### config.mk
export PLATFORM = sky130hd
export DESIGN_NAME = pw_trigger_sequencer
export DESIGN_NICKNAME = d
export VERILOG_FILES = /design/src/rtl/pw_trigger_sequencer_pkg.sv /design/src/rtl/pw_trigger_sequencer.sv
export SDC_FILE = /design/constraint.sdc
export NUM_CORES = 1
export LEC_CHECK = 0
export BUFFER_PORTS_ARGS = -buffer_cell sky130_fd_sc_hd__buf_4
export CORE_AREA = 4 4 159 115
export DETAILED_ROUTE_END_ITERATION = 10
export DIE_AREA = 0 0 163 119
export PLACE_DENSITY = 0.88
export SLEW_MARGIN = 20
export SYNTH_ARGS = -nofsm -noshare
export SYNTH_HDL_FRONTEND = slang
export SYNTH_SLANG_ARGS = --single-unit
### constraint.sdc
create_clock -name trigger_clk -period 6.5 [get_ports trigger_clk]
set_input_delay 0.65 -clock trigger_clk [delete_from_list [all_inputs] [get_ports trigger_clk]]
set_output_delay 0.65 -clock trigger_clk [all_outputs]
set_load 0.05 [all_outputs]
### src/rtl/pw_trigger_sequencer_pkg.sv
// Shared types for the pattern matcher / trigger sequencer pair.
package pw_trigger_sequencer_pkg;

   typedef enum logic [2:0] {
      TsIdle      = 3'd0,
      TsWaitMatch = 3'd1,
      TsDelay     = 3'd2,
      TsPulse     = 3'd3,
      TsDone      = 3'd4
   } ts_state_e;

   typedef enum logic {
      PmCapture = 1'b0,
      PmTrigger = 1'b1
   } pm_action_e;

   function automatic int unsigned max_u(input int unsigned a, input int unsigned b);
      return (a > b) ? a : b;
   endfunction

endpackage

### src/rtl/pw_trigger_sequencer.sv
// Armed trigger pulse-train generator: after a match edge, emits up to pNUM_TRIGGERS
// pulses with per-pulse delay and width, then a one-cycle completion strobe.
module pw_trigger_sequencer
   import pw_trigger_sequencer_pkg::*;
#(
   parameter int unsigned pNUM_TRIGGERS = 8,
   parameter int unsigned pDELAY_WIDTH  = 20,
   parameter int unsigned pWIDTH_WIDTH  = 17
) (
   input  logic                                    trigger_clk,
   input  logic                                    reset_i,
   input  logic                                    I_arm,
   input  logic                                    I_match,
   input  logic [$clog2(pNUM_TRIGGERS+1)-1:0]      I_num_triggers,
   input  logic [pNUM_TRIGGERS*pDELAY_WIDTH-1:0]   I_delays,
   input  logic [pNUM_TRIGGERS*pWIDTH_WIDTH-1:0]   I_widths,
   output logic                                    O_trigger,
   output logic                                    O_trigger_pulse,
   output logic                                    O_busy,
   output logic                                    O_done
);

   localparam int unsigned IW = (pNUM_TRIGGERS > 1) ? $clog2(pNUM_TRIGGERS) : 1;
   localparam int unsigned CW = max_u(pDELAY_WIDTH, pWIDTH_WIDTH);

   ts_state_e                r_state;
   logic [CW-1:0]            r_count;
   logic [IW-1:0]            r_index;
   logic [IW-1:0]            r_last;
   logic [pWIDTH_WIDTH-1:0]  r_width0;
   logic                     r_arm;
   logic                     r_match;
   logic                     r_trigger;
   logic                     r_trig_pulse;
   logic                     r_busy;
   logic                     r_done;

   logic                     w_arm_rise;
   logic                     w_arm_fall;
   logic                     w_match_rise;
   logic [IW-1:0]            w_last;
   logic [IW-1:0]            w_next_idx;
   logic [pDELAY_WIDTH-1:0]  w_dly_next;
   logic [pWIDTH_WIDTH-1:0]  w_wid_cur;
   logic [pWIDTH_WIDTH-1:0]  w_wid_next;
   logic [CW-1:0]            w_wid_cur_load;
   logic [CW-1:0]            w_wid_next_load;
   logic [CW-1:0]            w_dly_next_load;

   assign w_arm_rise   = I_arm & ~r_arm;
   assign w_arm_fall   = ~I_arm & r_arm;
   assign w_match_rise = I_match & ~r_match;

   // 0 pulses is treated as 1; anything above the maximum is clamped.
   always_comb begin
      w_last = '0;
      if (I_num_triggers == '0) begin
         w_last = '0;
      end else if (32'(I_num_triggers) > pNUM_TRIGGERS) begin
         w_last = IW'(pNUM_TRIGGERS - 1);
      end else begin
         w_last = IW'(I_num_triggers - 1'b1);
      end
   end

   always_comb begin
      w_next_idx      = r_index + 1'b1;
      w_dly_next      = I_delays[32'(w_next_idx)*pDELAY_WIDTH +: pDELAY_WIDTH];
      w_wid_next      = I_widths[32'(w_next_idx)*pWIDTH_WIDTH +: pWIDTH_WIDTH];
      w_wid_cur       = (r_index == '0) ? r_width0
                                        : I_widths[32'(r_index)*pWIDTH_WIDTH +: pWIDTH_WIDTH];
      w_wid_cur_load  = (w_wid_cur == '0) ? '0 : CW'(w_wid_cur - 1'b1);
      w_wid_next_load = (w_wid_next == '0) ? '0 : CW'(w_wid_next - 1'b1);
      // Inter-pulse gaps are entered from PULSE, which already spent one low cycle.
      w_dly_next_load = (w_dly_next == '0) ? '0 : CW'(w_dly_next - 1'b1);
   end

   always_ff @(posedge trigger_clk) begin
      if (reset_i) begin
         r_state      <= TsIdle;
         r_count      <= '0;
         r_index      <= '0;
         r_last       <= '0;
         r_width0     <= '0;
         r_arm        <= 1'b0;
         r_match      <= 1'b0;
         r_trigger    <= 1'b0;
         r_trig_pulse <= 1'b0;
         r_busy       <= 1'b0;
         r_done       <= 1'b0;
      end else begin
         r_arm        <= I_arm;
         r_match      <= I_match;
         r_trig_pulse <= 1'b0;
         if (w_arm_fall) begin
            r_state   <= TsIdle;
            r_count   <= '0;
            r_index   <= '0;
            r_trigger <= 1'b0;
            r_busy    <= 1'b0;
            r_done    <= 1'b0;
         end else begin
            unique case (r_state)
               TsIdle: begin
                  if (w_arm_rise) r_state <= TsWaitMatch;
               end
               TsWaitMatch: begin
                  if (w_match_rise) begin
                     r_state  <= TsDelay;
                     r_index  <= '0;
                     r_count  <= CW'(I_delays[pDELAY_WIDTH-1:0]);
                     r_last   <= w_last;
                     r_width0 <= I_widths[pWIDTH_WIDTH-1:0];
                     r_busy   <= 1'b1;
                  end
               end
               TsDelay: begin
                  if (r_count == '0) begin
                     r_state   <= TsPulse;
                     r_count   <= w_wid_cur_load;
                     r_trigger <= 1'b1;
                  end else begin
                     r_count <= r_count - 1'b1;
                  end
               end
               TsPulse: begin
                  if (r_count != '0) begin
                     r_count <= r_count - 1'b1;
                  end else if (r_index == r_last) begin
                     r_state      <= TsDone;
                     r_trigger    <= 1'b0;
                     r_busy       <= 1'b0;
                     r_done       <= 1'b1;
                     r_trig_pulse <= 1'b1;
                  end else begin
                     r_index <= w_next_idx;
                     // A zero gap merges the next pulse into this one.
                     if (w_dly_next == '0) begin
                        r_count <= w_wid_next_load;
                     end else begin
                        r_state   <= TsDelay;
                        r_count   <= w_dly_next_load;
                        r_trigger <= 1'b0;
                     end
                  end
               end
               TsDone: begin
                  if (!I_arm) begin
                     r_state <= TsIdle;
                     r_done  <= 1'b0;
                  end
               end
               default: begin
                  r_state   <= TsIdle;
                  r_trigger <= 1'b0;
                  r_busy    <= 1'b0;
                  r_done    <= 1'b0;
               end
            endcase
         end
      end
   end

   assign O_trigger       = r_trigger;
   assign O_trigger_pulse = r_trig_pulse;
   assign O_busy          = r_busy;
   assign O_done          = r_done;

endmodule

Word-level counts from Yosys, hierarchy flattened
Cells that the tools add are included.
{"block": "word_totals", "reg_bits": 52, "in_bits": 304, "output_inout_bits": 4, "elab_cells": 108}
{"block": "op_classes", "n_addsub": 6, "n_mul": 3, "n_lt_le_gt_ge": 1, "n_eq_ne": 14, "shift": 3, "n_mux": 37, "bitwise": 11, "reduce_logical": 22}
{"operator": "variable part select 136 x 9 -> 17 bit", "n": 2}
{"operator": "variable part select 160 x 9 -> 20 bit", "n": 1}
{"operator": "2-to-1 mux 20 bit", "n": 7}
{"operator": "one-hot mux 20 bit (3 select lines)", "n": 1}
{"operator": "zero test 20 bit", "n": 2}
{"operator": "subtractor 20 x 1 -> 20 bit (second input constant)", "n": 2}
{"operator": "2-to-1 mux 3 bit", "n": 12}
{"operator": "subtractor 17 x 1 -> 18 bit (second input constant)", "n": 2}
{"operator": "zero test 17 bit", "n": 2}
{"operator": "nonzero test 20 bit", "n": 1}
{"operator": "2-to-1 mux 17 bit", "n": 1}
{"operator": "multiplier 3 x 5 -> 8 bit (second input constant)", "n": 2}
{"operator": "AND reduction 4 bit", "n": 4}
{"operator": "one-hot mux 3 bit (5 select lines)", "n": 1}
{"operator": "!= test 2 bit (second input constant)", "n": 7}
{"operator": "2-to-1 mux 1 bit", "n": 11}
{"operator": "one-hot mux 1 bit (3 select lines)", "n": 3}
{"operator": "OR reduction 3 bit", "n": 3}
{"operator": "inverter 1 bit", "n": 8}
{"operator": "equality test 3 x 2 -> 1 bit (second input constant)", "n": 2}
{"operator": "zero test 3 bit", "n": 2}
{"operator": "multiplier 3 x 3 -> 6 bit (second input constant)", "n": 1}
{"operator": "!= test 3 bit (second input constant)", "n": 2}
{"operator": "one-hot mux 3 bit (2 select lines)", "n": 1}
{"operator": "other kinds (14)", "n": 17}

Logic depth before layout (Yosys ltp)
{"block": "depth", "word_depth": 9, "mapped_depth": 26}

Worst setup path before layout
No wires, ideal clock.
{"block": "synth_path", "path_type": "reg-to-reg", "startpoint": "register r_index[1]", "endpoint": "register r_count[12]", "setup_time_ns": 0.130, "t_arrival_ns": 5.440, "t_required_ns": 6.370, "path_slack_ns": 0.930, "stages_incl_launch_ff": 26, "path_cell_list": "dfxtp_1 -> buf_2 -> buf_2 -> buf_2 -> buf_2 -> inv_1 -> ha_1 -> buf_2 -> buf_4 -> buf_2 -> buf_4 -> buf_2 -> buf_2 -> buf_2 -> buf_2 -> mux4_2 -> mux2i_1 -> ha_1 -> nand2_1 -> a211oi_2 -> and4b_1 -> buf_2 -> clkbuf_1 -> nor2_1 -> o31ai_1 -> o22ai_1"}
{"block": "synth_between", "elab_chain_cells": 9, "elab_cells_between_ends": 25, "classes_between": "add/sub (4); mul (3); eq/ne (2); shift (3); mux (8); reduce/logical (5)"}
{"item": "from (decl)", "line": "pw_trigger_sequencer.sv:28", "source": "logic [IW-1:0] r_index;"}
{"item": "from (signal assigned)", "line": "pw_trigger_sequencer.sv:136", "source": "r_index <= w_next_idx;"}
{"item": "adder 3 x 1 -> 3 bit", "line": "pw_trigger_sequencer.sv:67", "source": "w_next_idx = r_index + 1'b1;"}
{"item": "multiplier 3 x 5 -> 8 bit", "line": "pw_trigger_sequencer.sv:69", "source": "w_wid_next = I_widths[32'(w_next_idx)*pWIDTH_WIDTH +: pWIDTH_WIDTH];"}
{"item": "variable part select 136 x 9 -> 17 bit", "line": "pw_trigger_sequencer.sv:69"}
{"item": "subtractor 17 x 1 -> 18 bit / zero test 17 bit (equally long branches)", "line": "pw_trigger_sequencer.sv:73", "source": "w_wid_next_load = (w_wid_next == '0) ? '0 : CW'(w_wid_next - 1'b1);"}
{"item": "2-to-1 mux 20 bit", "line": "pw_trigger_sequencer.sv:73"}
{"item": "2-to-1 mux 20 bit", "line": "pw_trigger_sequencer.sv:138", "source": "if (w_dly_next == '0) begin"}
{"item": "2-to-1 mux 20 bit", "line": "pw_trigger_sequencer.sv:129", "source": "end else if (r_index == r_last) begin"}
{"item": "2-to-1 mux 20 bit", "line": "pw_trigger_sequencer.sv:127", "source": "if (r_count != '0) begin"}
{"item": "one-hot mux 20 bit (3 select lines)", "line": "pw_trigger_sequencer.sv:103", "source": "unique case (r_state)"}
{"item": "to (signal assigned)", "line": "pw_trigger_sequencer.sv:128", "source": "r_count <= r_count - 1'b1;"}
{"item": "to (signal assigned)", "line": "pw_trigger_sequencer.sv:139", "source": "r_count <= w_wid_next_load;"}
{"item": "to (signal assigned)", "line": "pw_trigger_sequencer.sv:142", "source": "r_count <= w_dly_next_load;"}
{"item": "to (decl)", "line": "pw_trigger_sequencer.sv:27", "source": "logic [CW-1:0] r_count;"}
Several ways; a longest one is shown, not always the timed one. The select of a mux whose other input is x is not followed.
A chain may end at the register's enable or synchronous reset.

Worst setup path after layout
{"block": "layout_path", "startpoint": "register r_index[0]", "endpoint": "register r_trigger (netlist: O_trigger)"}
{"block": "layout_between", "elab_chain_cells": 6, "elab_cells_between_ends": 10, "classes_between": "add/sub (1); mul (1); eq/ne (2); shift (1); mux (3); reduce/logical (2)"}
{"item": "adder 3 x 1 -> 3 bit", "line": "pw_trigger_sequencer.sv:67"}
{"item": "multiplier 3 x 3 -> 6 bit", "line": "pw_trigger_sequencer.sv:68", "source": "w_dly_next = I_delays[32'(w_next_idx)*pDELAY_WIDTH +: pDELAY_WIDTH];"}
{"item": "variable part select 160 x 9 -> 20 bit", "line": "pw_trigger_sequencer.sv:68"}
{"item": "zero test 20 bit", "line": "pw_trigger_sequencer.sv:138"}
{"item": "!= test 3 bit (no line)"}
{"item": "AND reduction 4 bit (no line)"}
{"item": "to (signal assigned)", "line": "pw_trigger_sequencer.sv:87", "source": "r_trigger <= 1'b0;"}
{"item": "to (signal assigned)", "line": "pw_trigger_sequencer.sv:143", "source": "r_trigger <= 1'b0;"}
{"item": "to (signal assigned)", "line": "pw_trigger_sequencer.sv:155", "source": "r_trigger <= 1'b0;"}
{"item": "to (decl)", "line": "pw_trigger_sequencer.sv:33", "source": "logic r_trigger;"}
Several ways; a longest one is shown, not always the timed one. The select of a mux whose other input is x is not followed.

==> impl_results.md <==
* Share of layout cells above drive strength 1 at 34.0%
* CTS tree: built
* CP startpoint kind: flip-flop
* Largest net degree at the start of global routing at 81
* DRT Pass-1 Iters at 5
* Yosys synthesis warning count at 0
* DRT iter0 DRCs at 1575
* Storage cell area at 0.00105 mm2
* CP endpoint kind: flip-flop
* Via density at 6.84
* Die Y at 119 um
* DRC violations left at 0
* Final setup TNS at 0 ps
* Fin Hold WS at 453 ps
* Slowest cell on crit path: dfxtp_4
* Hold Violations, Final at 0
* Port-buffer cells at 307
* Fmax at 205 MHz
* Syn_nets at 1345
* Hold Buf Count CTS at 0
* Met3 routed WL at 4920 um
* Highest Signal Layer: met4
* Antenna-violating nets left at 0
* Clk Latency, worst-skew pair at 310 ps
* Vias in the first global route at 10047
* Worst Path Buf+Inv at 3
* Die area at 0.0194 mm2
* Async set or reset register ratio after synthesis at 0%
* Resize count post-CTS at 0
* Synth-to-Final Area Change at 29.5%
* Htree depth at 2
* DR vias at 10338
* Final Power at 1660 uW
* Initial antenna violation count at 0
* CP required at 6730 ps
* VDD IR-drop max at 0.135 mV
* HP Start: r_width0[5]
* Slew Limit Fails at 0
* Number of placement rows at 40
* Clock transition at path regs at 80 ps
* Hold Path Class: reg -> reg
* IO Pins at 308
* Clock Skew at 9.42 ps
* Initial Utilization at 51.3%
* Met2 Routed Length at 17100 um
* Area of the multi-input gates at 0.00715 mm2
* Register bit total from synthesis at 52
* Final-report setup violation count at 0
* Cts bufs inserted at 5
* Most used cell, CP: a21oi_1
* EDFF count, synth at 0
* GP Congestion at 1.04
* Worst flop-to-flop path startpoint: r_index[0]
* Synth unique cells at 82
* Crit. Startpoint: r_index[0]
* Synth Instances at 1032
* Gr ovfl total at 0
* WL final at 37100 um
* Post-synthesis sequential area ratio at 12.1%
* Syn Area/Cell at 8.36 um2
* Worst-path cell chain: clkinv_1 -> ha_4 -> buf_12 -> mux4_2 -> mux2i_1 -> nand2_1 -> nor3_1 -> and4b_1 -> buf_4 -> nand3_1 -> a21oi_1 -> o21ai_1 -> a21oi_1
* Status: completed
* Cell Pwr Density at 149 mW/mm2
* Leak pwr at 0.00421 uW
* Buffer count from post-CTS setup fixing at 0
* CP top delay family: simple AND/OR/NAND/NOR gates
* N_diodes at 0
* Die W at 163 um
* Max incr delay on CP at 740 ps
* CTS root buf: clkbuf_16
* Post-Route M1 WL at 14500 um
* RSZ-0062 raised after global routing: false
* Slew headroom at 18.1%
* Detailed Place HPWL at 30200 um
* Total Routing Usage GR at 36.8%
* CP max FO at 80
* Core area at 0.0168 mm2
* Fin nets at 1593
* Post-place setup slack at 1690 ps
* Netlist Area Pre-Place at 0.00863 mm2
* WL/cell at 24.5 um
* Period utilization at 75.2%
* Max cap viols at 0
* Worst setup path class: reg -> reg
* Clk sinks at 52
* CP arrival at 5120 ps
* Clock Path Buffers at 2
* Primary FF master, synth: dfxtp_1
* Minimum clock period at 4890 ps
* Setup slack after layout at 1610 ps
* Layout fillers at 1444
* Global-route wire length before repair at 56900 um
* Measured slew at the worst slew-check pin at 1220 ps
==> final timing paths <==
kind	to	slack, ps	cells past startpoint
max	O_trigger	1610	13
min	r_width0[5]	450	2
max reg2reg	O_trigger	1610	13
min reg2reg	r_width0[5]	450	2
==> power breakdown <==
| part | total [uW] | internal [uW] | switching, uW |
|---|---|---|---|
| Sequential | 377 | 348 | 29.4 |
| Combinational | 967 | 404 | 562 |
| Clock | 320 | 182 | 138 |
| Total | 1660 | 934 | 730 |
==> area by class of cell <==
class	instances	share of cell area, %
Timing Repair Buffer	324	22.0
Inverter	19	0.638
Clock inverter	3	0.369
Sequential cell	52	9.36
Clock buffer	5	1.12
Tap cell	231	2.59
Multi-Input combinational cell	878	64.0
==> per-layer routing <==
metal  track usage (%)  up-vias
li1                  -     4547
met1              52.4     4967
met5                 0        -
met2              58.3      758
met3              7.99       66
met4              6.34        0
==> synth_stat cells, types with 16 or more instances <==
cell type  count  area (um2)
o21ai_0       21         105
nor3_1        66         330
mux4_2        83        1870
nor2_1        97         364
a211oi_1      21         158
o22ai_1       21         131
nand3_1       18        90.1
xnor2_1       40         350
or3_1         21         131
inv_1         17        63.8
mux2i_1       90         901
nand2_1       85         319
clkbuf_1      36         135
dfxtp_1       52        1040
a21oi_1       74         370
buf_2         36         180
xor2_1        16         140
==> state kept, by name (all words and copies together) (netlist names) <==
register / flops
r_state: 3
r_arm: 1
O_busy: 1
r_match: 1
r_count: 20
O_done: 1
O_trigger: 1
r_width0: 17
r_last: 3
r_index: 3
O_trigger_pulse: 1
==> cells in the final DEF, fill, tap and decap left out, types with 6 or more instances in the layout <==
master,n
buf_4,322
nor2_1,97
mux2i_1,90
nand2_1,85
mux4_2,83
a21oi_1,74
nor3_1,66
dfxtp_1,50
xnor2_1,40
or3_1,21
o22ai_1,21
o21ai_0,21
a211oi_1,21
nand3_1,18
inv_1,17
xor2_1,16
nand4_1,15
nor2b_1,12
o31ai_1,12
and2_1,11
a31oi_1,11
nor4_1,10
a2111oi_0,9
o211ai_1,8
ha_1,8
nand2b_1,7
nor3b_1,7
a311oi_1,7
a311o_1,7
and3_1,7
a211o_1,6
==> metrics by stage <==
step	cells	utilization, %	instance area [um2]
4_1_cts	1512	66.5	11200
3_3_place_gp	1504	65.5	11000
5_1_grt	1512	66.5	11200
3_5_place_dp	1504	65.5	11000
6_report	1512	66.5	11200
2_1_floorplan	1032	-	8630
==> kinds of logic after synthesis <==
| logic type | count (synthesis) | synth area share [%] |
|---|---|---|
| AO/OA/AOI/OAI | 255 | 20.4 |
| XOR/XNOR | 58 | 6.19 |
| adder cells (fa/ha/maj) | 10 | 1.42 |
| buffers and inverters | 102 | 5.39 |
| flip-flops | 52 | 12.1 |
| multiplexers | 175 | 32.7 |
| AND/OR/NAND/NOR | 380 | 21.9 |
==> worst min-delay path: stages (launching register included) <==
cell and delay (ps):
dfxtp_1 310, nand2_1 50, a21oi_1 50
(Power assumes the default switching activity.)
